<file path="src/rtl/sms_sega_mapper_if.sv">
// sms_sega_mapper_if
//   Cartridge-slot bus between the console board (master) and the cartridge
//   responder (slave).
//   cart_address  16  Z80 address from board
//   cart_cs        1  active-high slot select
//   cart_oe        1  active-high read strobe
//   cart_wr        1  active-high write strobe
//   cart_mreq      1  active-high memory cycle (IO cycles have it low)
//   cart_data_wr   8  write data from board
//   cart_data      8  read data back to board
//   cart_data_en   1  cart_data valid
interface sms_sega_mapper_if;
  logic [15:0] cart_address;
  logic        cart_cs;
  logic        cart_oe;
  logic        cart_wr;
  logic        cart_mreq;
  logic [7:0]  cart_data_wr;
  logic [7:0]  cart_data;
  logic        cart_data_en;

  modport master (
    output cart_address, cart_cs, cart_oe, cart_wr, cart_mreq, cart_data_wr,
    input  cart_data, cart_data_en
  );

  modport slave (
    input  cart_address, cart_cs, cart_oe, cart_wr, cart_mreq, cart_data_wr,
    output cart_data, cart_data_en
  );
endinterface

</file>
<file path="src/rtl/sms_sega_mapper.sv">
// sms_sega_mapper
//   Cartridge-side Sega mapper: snoops the paging registers at FFFC-FFFF,
//   translates Z80 reads into synchronous ROM / battery SRAM accesses and
//   returns the byte on cart_data with cart_data_en, and turns committed
//   writes into slot 2 into single-cycle SRAM write pulses.
// Parameters
//   ROM_AW   ROM byte-address width; bank numbers wrap modulo 2^(ROM_AW-14)
//   SRAM_EN  1 = 16 KB cart SRAM present; 0 = ctrl[3] ignored, SRAM outputs 0
// Ports
//   MCLK          master clock, all logic on posedge
//   ext_reset     synchronous active-high reset
//   cart          slot bus (slave side)
//   rom_address   synchronous ROM address; rom_q valid one MCLK later
//   sram_address  SRAM address {bank, A[12:0]}; sram_q valid one MCLK later
//   sram_data     SRAM write data
//   sram_wren     one-MCLK SRAM write pulse
module sms_sega_mapper #(
  parameter int ROM_AW  = 19,
  parameter int SRAM_EN = 1
) (
  input  logic              MCLK,
  input  logic              ext_reset,
  sms_sega_mapper_if.slave  cart,
  output logic [ROM_AW-1:0] rom_address,
  input  logic [7:0]        rom_q,
  output logic [13:0]       sram_address,
  output logic [7:0]        sram_data,
  output logic              sram_wren,
  input  logic [7:0]        sram_q
);

  localparam int   BW     = ROM_AW - 14;
  localparam logic SRAM_ON = (SRAM_EN != 0);

  // Paging registers
  logic [7:0] ctrl, bank0, bank1, bank2;
  logic [7:0] ctrl_nx, bank0_nx, bank1_nx, bank2_nx;

  // Write capture: last sampled address/data/select while the strobe was high
  logic [15:0] wr_addr;
  logic [7:0]  wr_data;
  logic        wr_cs;
  logic        wr_held;
  logic        commit;
  logic        sram_wr;

  // Read pipeline
  logic              rd_qual;
  logic              rd_hit;
  logic              rd_is_sram;
  logic              rd_stage;
  logic              rd_sram;
  logic [7:0]        rom_bank;
  logic [BW-1:0]     bank_t;
  logic [ROM_AW-1:0] rom_addr_nx;
  logic [13:0]       sram_addr_rd;

  always_comb begin
    // Commit happens on the first edge the strobe samples low after a capture,
    // so each Z80 write produces exactly one register/SRAM update.
    commit   = wr_held & ~cart.cart_wr;

    ctrl_nx  = ctrl;
    bank0_nx = bank0;
    bank1_nx = bank1;
    bank2_nx = bank2;
    if (commit && (wr_addr[15:2] == 14'h3FFF)) begin
      unique case (wr_addr[1:0])
        2'd0:    ctrl_nx  = wr_data;
        2'd1:    bank0_nx = wr_data;
        2'd2:    bank1_nx = wr_data;
        default: bank2_nx = wr_data;
      endcase
    end

    // SRAM write decision uses the ctrl value in force when the write landed.
    sram_wr = commit & wr_cs & (wr_addr[15:14] == 2'b10) & ctrl[3] & SRAM_ON;
  end

  always_comb begin
    rd_qual    = cart.cart_cs & cart.cart_oe & cart.cart_mreq;
    rd_hit     = rd_qual & (cart.cart_address[15:14] != 2'b11);
    // Decode against the post-commit register values so a read on the same
    // edge as a commit sees the new mapping.
    rd_is_sram = (cart.cart_address[15:14] == 2'b10) & ctrl_nx[3] & SRAM_ON;

    unique case (cart.cart_address[15:14])
      2'b00:   rom_bank = (cart.cart_address[13:10] == 4'd0) ? 8'd0 : bank0_nx;
      2'b01:   rom_bank = bank1_nx;
      default: rom_bank = bank2_nx;
    endcase

    bank_t       = BW'(rom_bank);
    rom_addr_nx  = {bank_t, cart.cart_address[13:0]};
    sram_addr_rd = {ctrl_nx[2], cart.cart_address[12:0]};
  end

  always_ff @(posedge MCLK) begin
    if (ext_reset) begin
      ctrl              <= '0;
      bank0             <= 8'd0;
      bank1             <= 8'd1;
      bank2             <= 8'd2;
      wr_addr           <= '0;
      wr_data           <= '0;
      wr_cs             <= 1'b0;
      wr_held           <= 1'b0;
      rd_stage          <= 1'b0;
      rd_sram           <= 1'b0;
      rom_address       <= '0;
      sram_address      <= '0;
      sram_data         <= '0;
      sram_wren         <= 1'b0;
      cart.cart_data    <= '0;
      cart.cart_data_en <= 1'b0;
    end else begin
      ctrl  <= ctrl_nx;
      bank0 <= bank0_nx;
      bank1 <= bank1_nx;
      bank2 <= bank2_nx;

      if (cart.cart_wr && cart.cart_mreq) begin
        wr_addr <= cart.cart_address;
        wr_data <= cart.cart_data_wr;
        wr_cs   <= cart.cart_cs;
        wr_held <= 1'b1;
      end else if (commit) begin
        wr_held <= 1'b0;
      end

      sram_wren <= sram_wr;
      if (sram_wr) begin
        sram_address <= {ctrl[2], wr_addr[12:0]};
        sram_data    <= wr_data;
      end else if (rd_hit && rd_is_sram) begin
        sram_address <= sram_addr_rd;
      end

      if (rd_hit && !rd_is_sram)
        rom_address <= rom_addr_nx;

      // An SRAM read that collides with an SRAM write pulse loses the address
      // this cycle; dropping the stage makes it simply retry next edge.
      rd_stage <= rd_hit & ~(sram_wr & rd_is_sram);
      rd_sram  <= rd_is_sram;

      // Enable drops immediately when qualification goes away; data holds.
      if (rd_stage && rd_hit) begin
        cart.cart_data    <= rd_sram ? sram_q : rom_q;
        cart.cart_data_en <= 1'b1;
      end else begin
        cart.cart_data_en <= 1'b0;
      end
    end
  end

endmodule
</file>
<file path="src/flat_wrapper.sv">
// flat-port wrapper written by rule: the top's interface ports become plain ports
module sms_sega_mapper_flat 
#(
  parameter int ROM_AW  = 19,
  parameter int SRAM_EN = 1
)
  (MCLK, ext_reset, rom_address, rom_q, sram_address, sram_data, sram_wren, sram_q, cart_cart_address, cart_cart_cs, cart_cart_oe, cart_cart_wr, cart_cart_mreq, cart_cart_data_wr, cart_cart_data, cart_cart_data_en);
  sms_sega_mapper_if cart_i ();
  input  logic MCLK;
  input  logic ext_reset;
  output logic [ROM_AW-1:0] rom_address;
  input  logic [7:0] rom_q;
  output logic [13:0] sram_address;
  output logic [7:0] sram_data;
  output logic sram_wren;
  input  logic [7:0] sram_q;
  input wire logic [$bits(cart_i.cart_address)-1:0] cart_cart_address;
  input wire logic [$bits(cart_i.cart_cs)-1:0] cart_cart_cs;
  input wire logic [$bits(cart_i.cart_oe)-1:0] cart_cart_oe;
  input wire logic [$bits(cart_i.cart_wr)-1:0] cart_cart_wr;
  input wire logic [$bits(cart_i.cart_mreq)-1:0] cart_cart_mreq;
  input wire logic [$bits(cart_i.cart_data_wr)-1:0] cart_cart_data_wr;
  output wire logic [$bits(cart_i.cart_data)-1:0] cart_cart_data;
  output wire logic [$bits(cart_i.cart_data_en)-1:0] cart_cart_data_en;
  assign cart_i.cart_address = cart_cart_address;
  assign cart_i.cart_cs = cart_cart_cs;
  assign cart_i.cart_oe = cart_cart_oe;
  assign cart_i.cart_wr = cart_cart_wr;
  assign cart_i.cart_mreq = cart_cart_mreq;
  assign cart_i.cart_data_wr = cart_cart_data_wr;
  assign cart_cart_data = cart_i.cart_data;
  assign cart_cart_data_en = cart_i.cart_data_en;
  sms_sega_mapper #(.ROM_AW(ROM_AW), .SRAM_EN(SRAM_EN)) u_core (.MCLK(MCLK), .ext_reset(ext_reset), .cart(cart_i), .rom_address(rom_address), .rom_q(rom_q), .sram_address(sram_address), .sram_data(sram_data), .sram_wren(sram_wren), .sram_q(sram_q));
endmodule
</file>
<file path="config.mk">
export PLATFORM = sky130hd
export DESIGN_NAME = sms_sega_mapper_flat
export DESIGN_NICKNAME = d
export VERILOG_FILES = /design/src/rtl/sms_sega_mapper_if.sv /design/src/rtl/sms_sega_mapper.sv /design/src/flat_wrapper.sv
export SDC_FILE = /design/constraint.sdc
export NUM_CORES = 1
export LEC_CHECK = 0
export CAP_MARGIN = 20
export CORE_MARGIN = 1.5
export CORE_UTILIZATION = 34
export DETAILED_ROUTE_END_ITERATION = 8
export HOLD_SLACK_MARGIN = 0.08
export PLACE_DENSITY = 0.6
export SYNTH_ARGS = -nofsm -noshare
export SYNTH_HDL_FRONTEND = slang
export SYNTH_SLANG_ARGS = --single-unit
</file>
<file path="constraint.sdc">
create_clock -name MCLK -period 1.8 [get_ports MCLK]
set_input_delay 0.45 -clock MCLK [delete_from_list [all_inputs] [get_ports MCLK]]
set_output_delay 0.45 -clock MCLK [all_outputs]
set_load 0.05 [all_outputs]
</file>
# --- Word level (Yosys, flattened, before mapping) ---
# Cells that the tools add are included.
word_totals:
  regBits: 107
  input_bits: 46
  wordCells: 65
op_classes:
  n_eq_ne: 7
  muxes: 16
  n_bitwise: 12
  reduce_logical: 13
op_table:
  columns: ["cell", "count"]
  rows:
  - ["$mux W8", 7]
  - ["$mux W14", 2]
  - ["$eq A14 B14 Y1 const B", 1]
  - ["$and A1 B1 Y1", 10]
  - ["$pmux W5 S2", 1]
  - ["$mux W4", 2]
  - ["$eq A2 B2 Y1 const B", 3]
  - ["$logic_and A1 B1 Y1", 5]
  - ["$mux W5", 1]
  - ["$eq A2 B1 Y1 const B", 2]
  - ["$logic_not A2 Y1", 2]
  - ["$logic_not A4 Y1", 1]
  - ["$reduce_bool A2 Y1", 2]
  - ["$mux W1", 3]
  - ["$reduce_or A3 Y1", 1]
  - ["$ne A2 B2 Y1 const B", 1]
  - ["$not A1 Y1", 2]
  - ["$reduce_and A2 Y1", 1]
  - ["$logic_not A1 Y1", 1]

# --- Longest topological paths before layout ---
depth:
  word_depth: 8
  mapped_depth: 7
  mapped_depth_nobuf: 6

# --- Worst setup path after synthesis ---
# No wires, ideal clock.
synth_path:
  kind: "in2reg"
  start: "input cart_cart_wr"
  end: "register u_core.rom_address[14]"
  setup_ns: 0.119
  t_arrival_ns: 1.711
  required_ns: 1.681
  slack_ns: -0.030
  cell_stages: 6
  n_path_buf: 0
  cell_sequence: "nand3b_1 nor3_2 nand4b_1 mux2i_1 o21ai_0 o221a_2"
synth_between:
  elab_chain_len: 7
  elab_cells_between_ends: 12
synth_rtl:
  columns: ["item", "line", "source"]
  rows:
  - ["from (decl)", "flat_wrapper.sv:20", "input wire logic [$bits(cart_i.cart_wr)-1:0] cart_cart_wr;"]
  - ["$not A1 Y1 (*)", "sms_sega_mapper.sv:61", "commit = wr_held & ~cart.cart_wr;"]
  - ["$and A1 B1 Y1 (*)", "sms_sega_mapper.sv:61", null]
  - ["$logic_and A1 B1 Y1 (*)", "sms_sega_mapper.sv:67", "if (commit && (wr_addr[15:2] == 14'h3FFF)) begin"]
  - ["branches (longest 4 deep; another with $mux W8)", null, null]
  - ["to (signal assigned)", "sms_sega_mapper.sv:140", "rom_address <= rom_addr_nx;"]
  - ["to (decl)", "sms_sega_mapper.sv:24", "output logic [ROM_AW-1:0] rom_address,"]
# Mark *: on every way between the ends.
# A chain may end at the register's enable or synchronous reset.

# --- Worst setup path in the final report ---
layout_path:
  start: "register u_core.wr_addr[7]"
  end: "register u_core.rom_address[14]"
layout_between:
  elab_chain_len: 6
  elab_cells_between_ends: 11
layout_rtl:
  columns: ["item", "line", "source"]
  rows:
  - ["from (decl)", "sms_sega_mapper.sv:40", "logic [15:0] wr_addr;"]
  - ["from (signal assigned)", "sms_sega_mapper.sv:123", "wr_addr <= cart.cart_address;"]
  - ["$eq A14 B14 Y1 (*)", "sms_sega_mapper.sv:67", null]
  - ["$logic_and A1 B1 Y1 (*)", "sms_sega_mapper.sv:67", null]
  - ["branches (longest 4 deep; another with $mux W8)", null, null]
# Marked as above.

==> out/metrics.cfg <==
[cells_and_area]
syn2layout_area_growth_pct=53.9
fin_area_um2=5800
fill_cells=997
final_common_cell=buf_4
nNetsFinal=622
utilization_pct=53.5
fin_cells=720
layout-drive-gt1-share_pct=34.3
final-seq-area_um2=1940
most-common-layout-cells=buf_4, nand2_1, dfxtp_1
n_antenna_cell=0
multi_input_comb_area_um2=2010

[critical_path]
start_kind=flip-flop
crit_chain=nand4_4 > buf_6 > nor3_4 > nand4b_1 > buf_6 > mux2i_2 > o22ai_1 > o221a_2
crit_required_ps=2050
crit_type=reg2reg
cp_slowest_cell=dfxtp_2
critPathCaptureType=flip-flop
max_stage_delay_ps=360
cp.arrival_ps=2140
cp_common_cell=buf_6
cp_max_fo=5

[sta]
tightestPinTransition_ps=516
slew_headroom_pct=65.6
post-route-period-util_pct=105
whs_ps=456
min_period_ps=1890
rsz0062_at_grt=true
finClkSkew_ps=13.3
hold_viol_final=0
slew_viol_final=0
fmax_mhz=530
worst_slack_ps=-86.7
setup_viol=9

[routing]
wire_per_inst_um=14.8
ant_nets=0
totalWireLength_mm=10.7
viasPerCell=4.94
remaining_drc_errors=0
vias=3559
dr.pass1.iters=4
drt_iter0_drc=136

[logic_synthesis]
syn_area_um2=3760
synth_ff_type=dfxtp_1
ys_ff_latch=96
synth_edf_count=0
synth_top_area_share_pct=51.0
synthArstFlopShare_pct=0
yosys.area.top_type=dfxtp_1
avgSynthCellArea_um2=8.82
syn-num-nets=473
synthTopCellsByArea=dfxtp_1, nand2_1, mux2i_1
ys_seq_area_share_pct=51.0
syn_inst=427
yosysUniqueCellTypes=41
yosys_warnings=0

[cts]
cts_buffer_depth=2
root_buffer=clkbuf_8
cts_hold_buf=0
cts_buffers=9
cts.reportedPaths.clkPinSlew_ps=100
clock-sinks=96
cts_tree=built
htreeDepth=3
clock_latency_ps=360

[run]
max_cap_violations=0

[pwr]
p_leak_uw=0.00243
p_per_area_nw_per_um2=685
irDropWorstVdd_mv=0.349

[floorplan]
die_area_um2=11700
ios=97
num_rows=38
fp.dieW_um=108
core_um2=10800
start_util_pct=34.7
die_h_um=108

[global_route]
antenna_found_initial=0
grt_max_degree=75
grtUsageTotal_pct=17.8
gr-total-overflow=0
grt_pass1_wl_mm=16.3
grt_pass1_vias=3343

[place]
hpwlAfterDp_mm=7.11
io_buffers=96
dp_cells=694
placed_cell_area_um2=5150
place.gp.congestion=0.836

[worst_hold_path]
worstHoldPathType=reg2reg

[status]
status=finished, violations left
violations=setup timing

per-layer routing:
layer  up-vias  wire length, um  track usage, %
li1       1773                -               -
met1      1672             4700            22.2
met2       101             5300            30.2
met3        13              519            3.74
met4         0              148            6.48
met5         -                0               0
state kept, by name (all words and copies together) (netlist names):
| name | count |
|---|---|
| u_core.bank0 | 5 |
| u_core.bank1 | 5 |
| u_core.bank2 | 5 |
| u_core.cart.cart_data | 8 |
| u_core.cart.cart_data_en | 1 |
| u_core.ctrl | 2 |
| u_core.rd_sram | 1 |
| u_core.rd_stage | 1 |
| u_core.rom_address | 19 |
| u_core.sram_address | 14 |
| u_core.sram_data | 8 |
| u_core.sram_wren | 1 |
| u_core.wr_addr | 16 |
| u_core.wr_cs | 1 |
| u_core.wr_data | 8 |
| u_core.wr_held | 1 |
synthesized netlist by cell type, types with 2 or more instances:
master,n
nand2_1,103
dfxtp_1,96
a21oi_1,48
nor2_1,42
mux2i_1,36
a211oi_1,22
clkbuf_1,20
o21ai_0,6
and3_1,5
and2_1,4
nand3_1,4
o22ai_1,4
buf_1,2
buf_2,2
inv_1,2
nand4_1,2
nand4b_1,2
nor3_1,2
o221a_1,2
o221a_2,2
final timing paths:
path | depth (start not counted) | start | slack [ps] | to
min | 2 | u_core.wr_data[7] | 460 | u_core.wr_data[7]
max | 8 | u_core.wr_addr[7] | -90 | u_core.rom_address[14]
min reg2reg | 2 | u_core.wr_data[7] | 460 | u_core.wr_data[7]
max reg2reg | 8 | u_core.wr_addr[7] | -90 | u_core.rom_address[14]
worst max-delay path: cells and delay by family, from the launching register on:
kind,cells,cell delay [ps]
AO/OA/AOI/OAI,2,360
buffers and inverters,2,340
flip-flops,1,360
multiplexers,1,200
AND/OR/NAND/NOR,3,520
logic make-up after synthesis:
family | after synthesis | synth area share, %
AO/OA/AOI/OAI | 93 | 16.3
buffers and inverters | 29 | 3.26
flip-flops | 96 | 51.0
multiplexers | 37 | 9.87
AND/OR/NAND/NOR | 172 | 19.5
stage by stage:
stage	setup slack [ps]	TNS (ps)	power, uW
3_3_place_gp	-706	-30620	2690
6_report	-86.7	-265	3970
3_5_place_dp	-785	-33660	2700
2_1_floorplan	-30.2	-125	2440
4_1_cts	-11.0	-21.8	3960
5_1_grt	-151	-2820	4150
timing repair:
| action | 4_1_cts | 5_1_grt |
|---|---|---|
| gates resized for setup | 31 | 64 |
| pin swaps | 11 | 35 |
| setup endpoints to repair | 43 | 43 |
| cloned | 0 | 2 |
| setup buffers | 10 | 2 |
power breakdown:
| part | internal, uW | switching (uW) | total, uW |
|---|---|---|---|
| Combinational | 240 | 263 | 503 |
| Clock | 530 | 726 | 1260 |
| Sequential | 2170 | 40.1 | 2210 |
| Total | 2940 | 1030 | 3970 |
area by class of cell:
class	count	area share [%]
Clock buffer	10	2.37
Timing Repair Buffer	164	25.8
Clock inverter	5	0.583
Sequential cell	96	33.4
Multi-Input combinational cell	302	34.6
Tap cell	140	3.02
Inverter	3	0.194
Note: power is estimated with default switching activity, not from simulation.
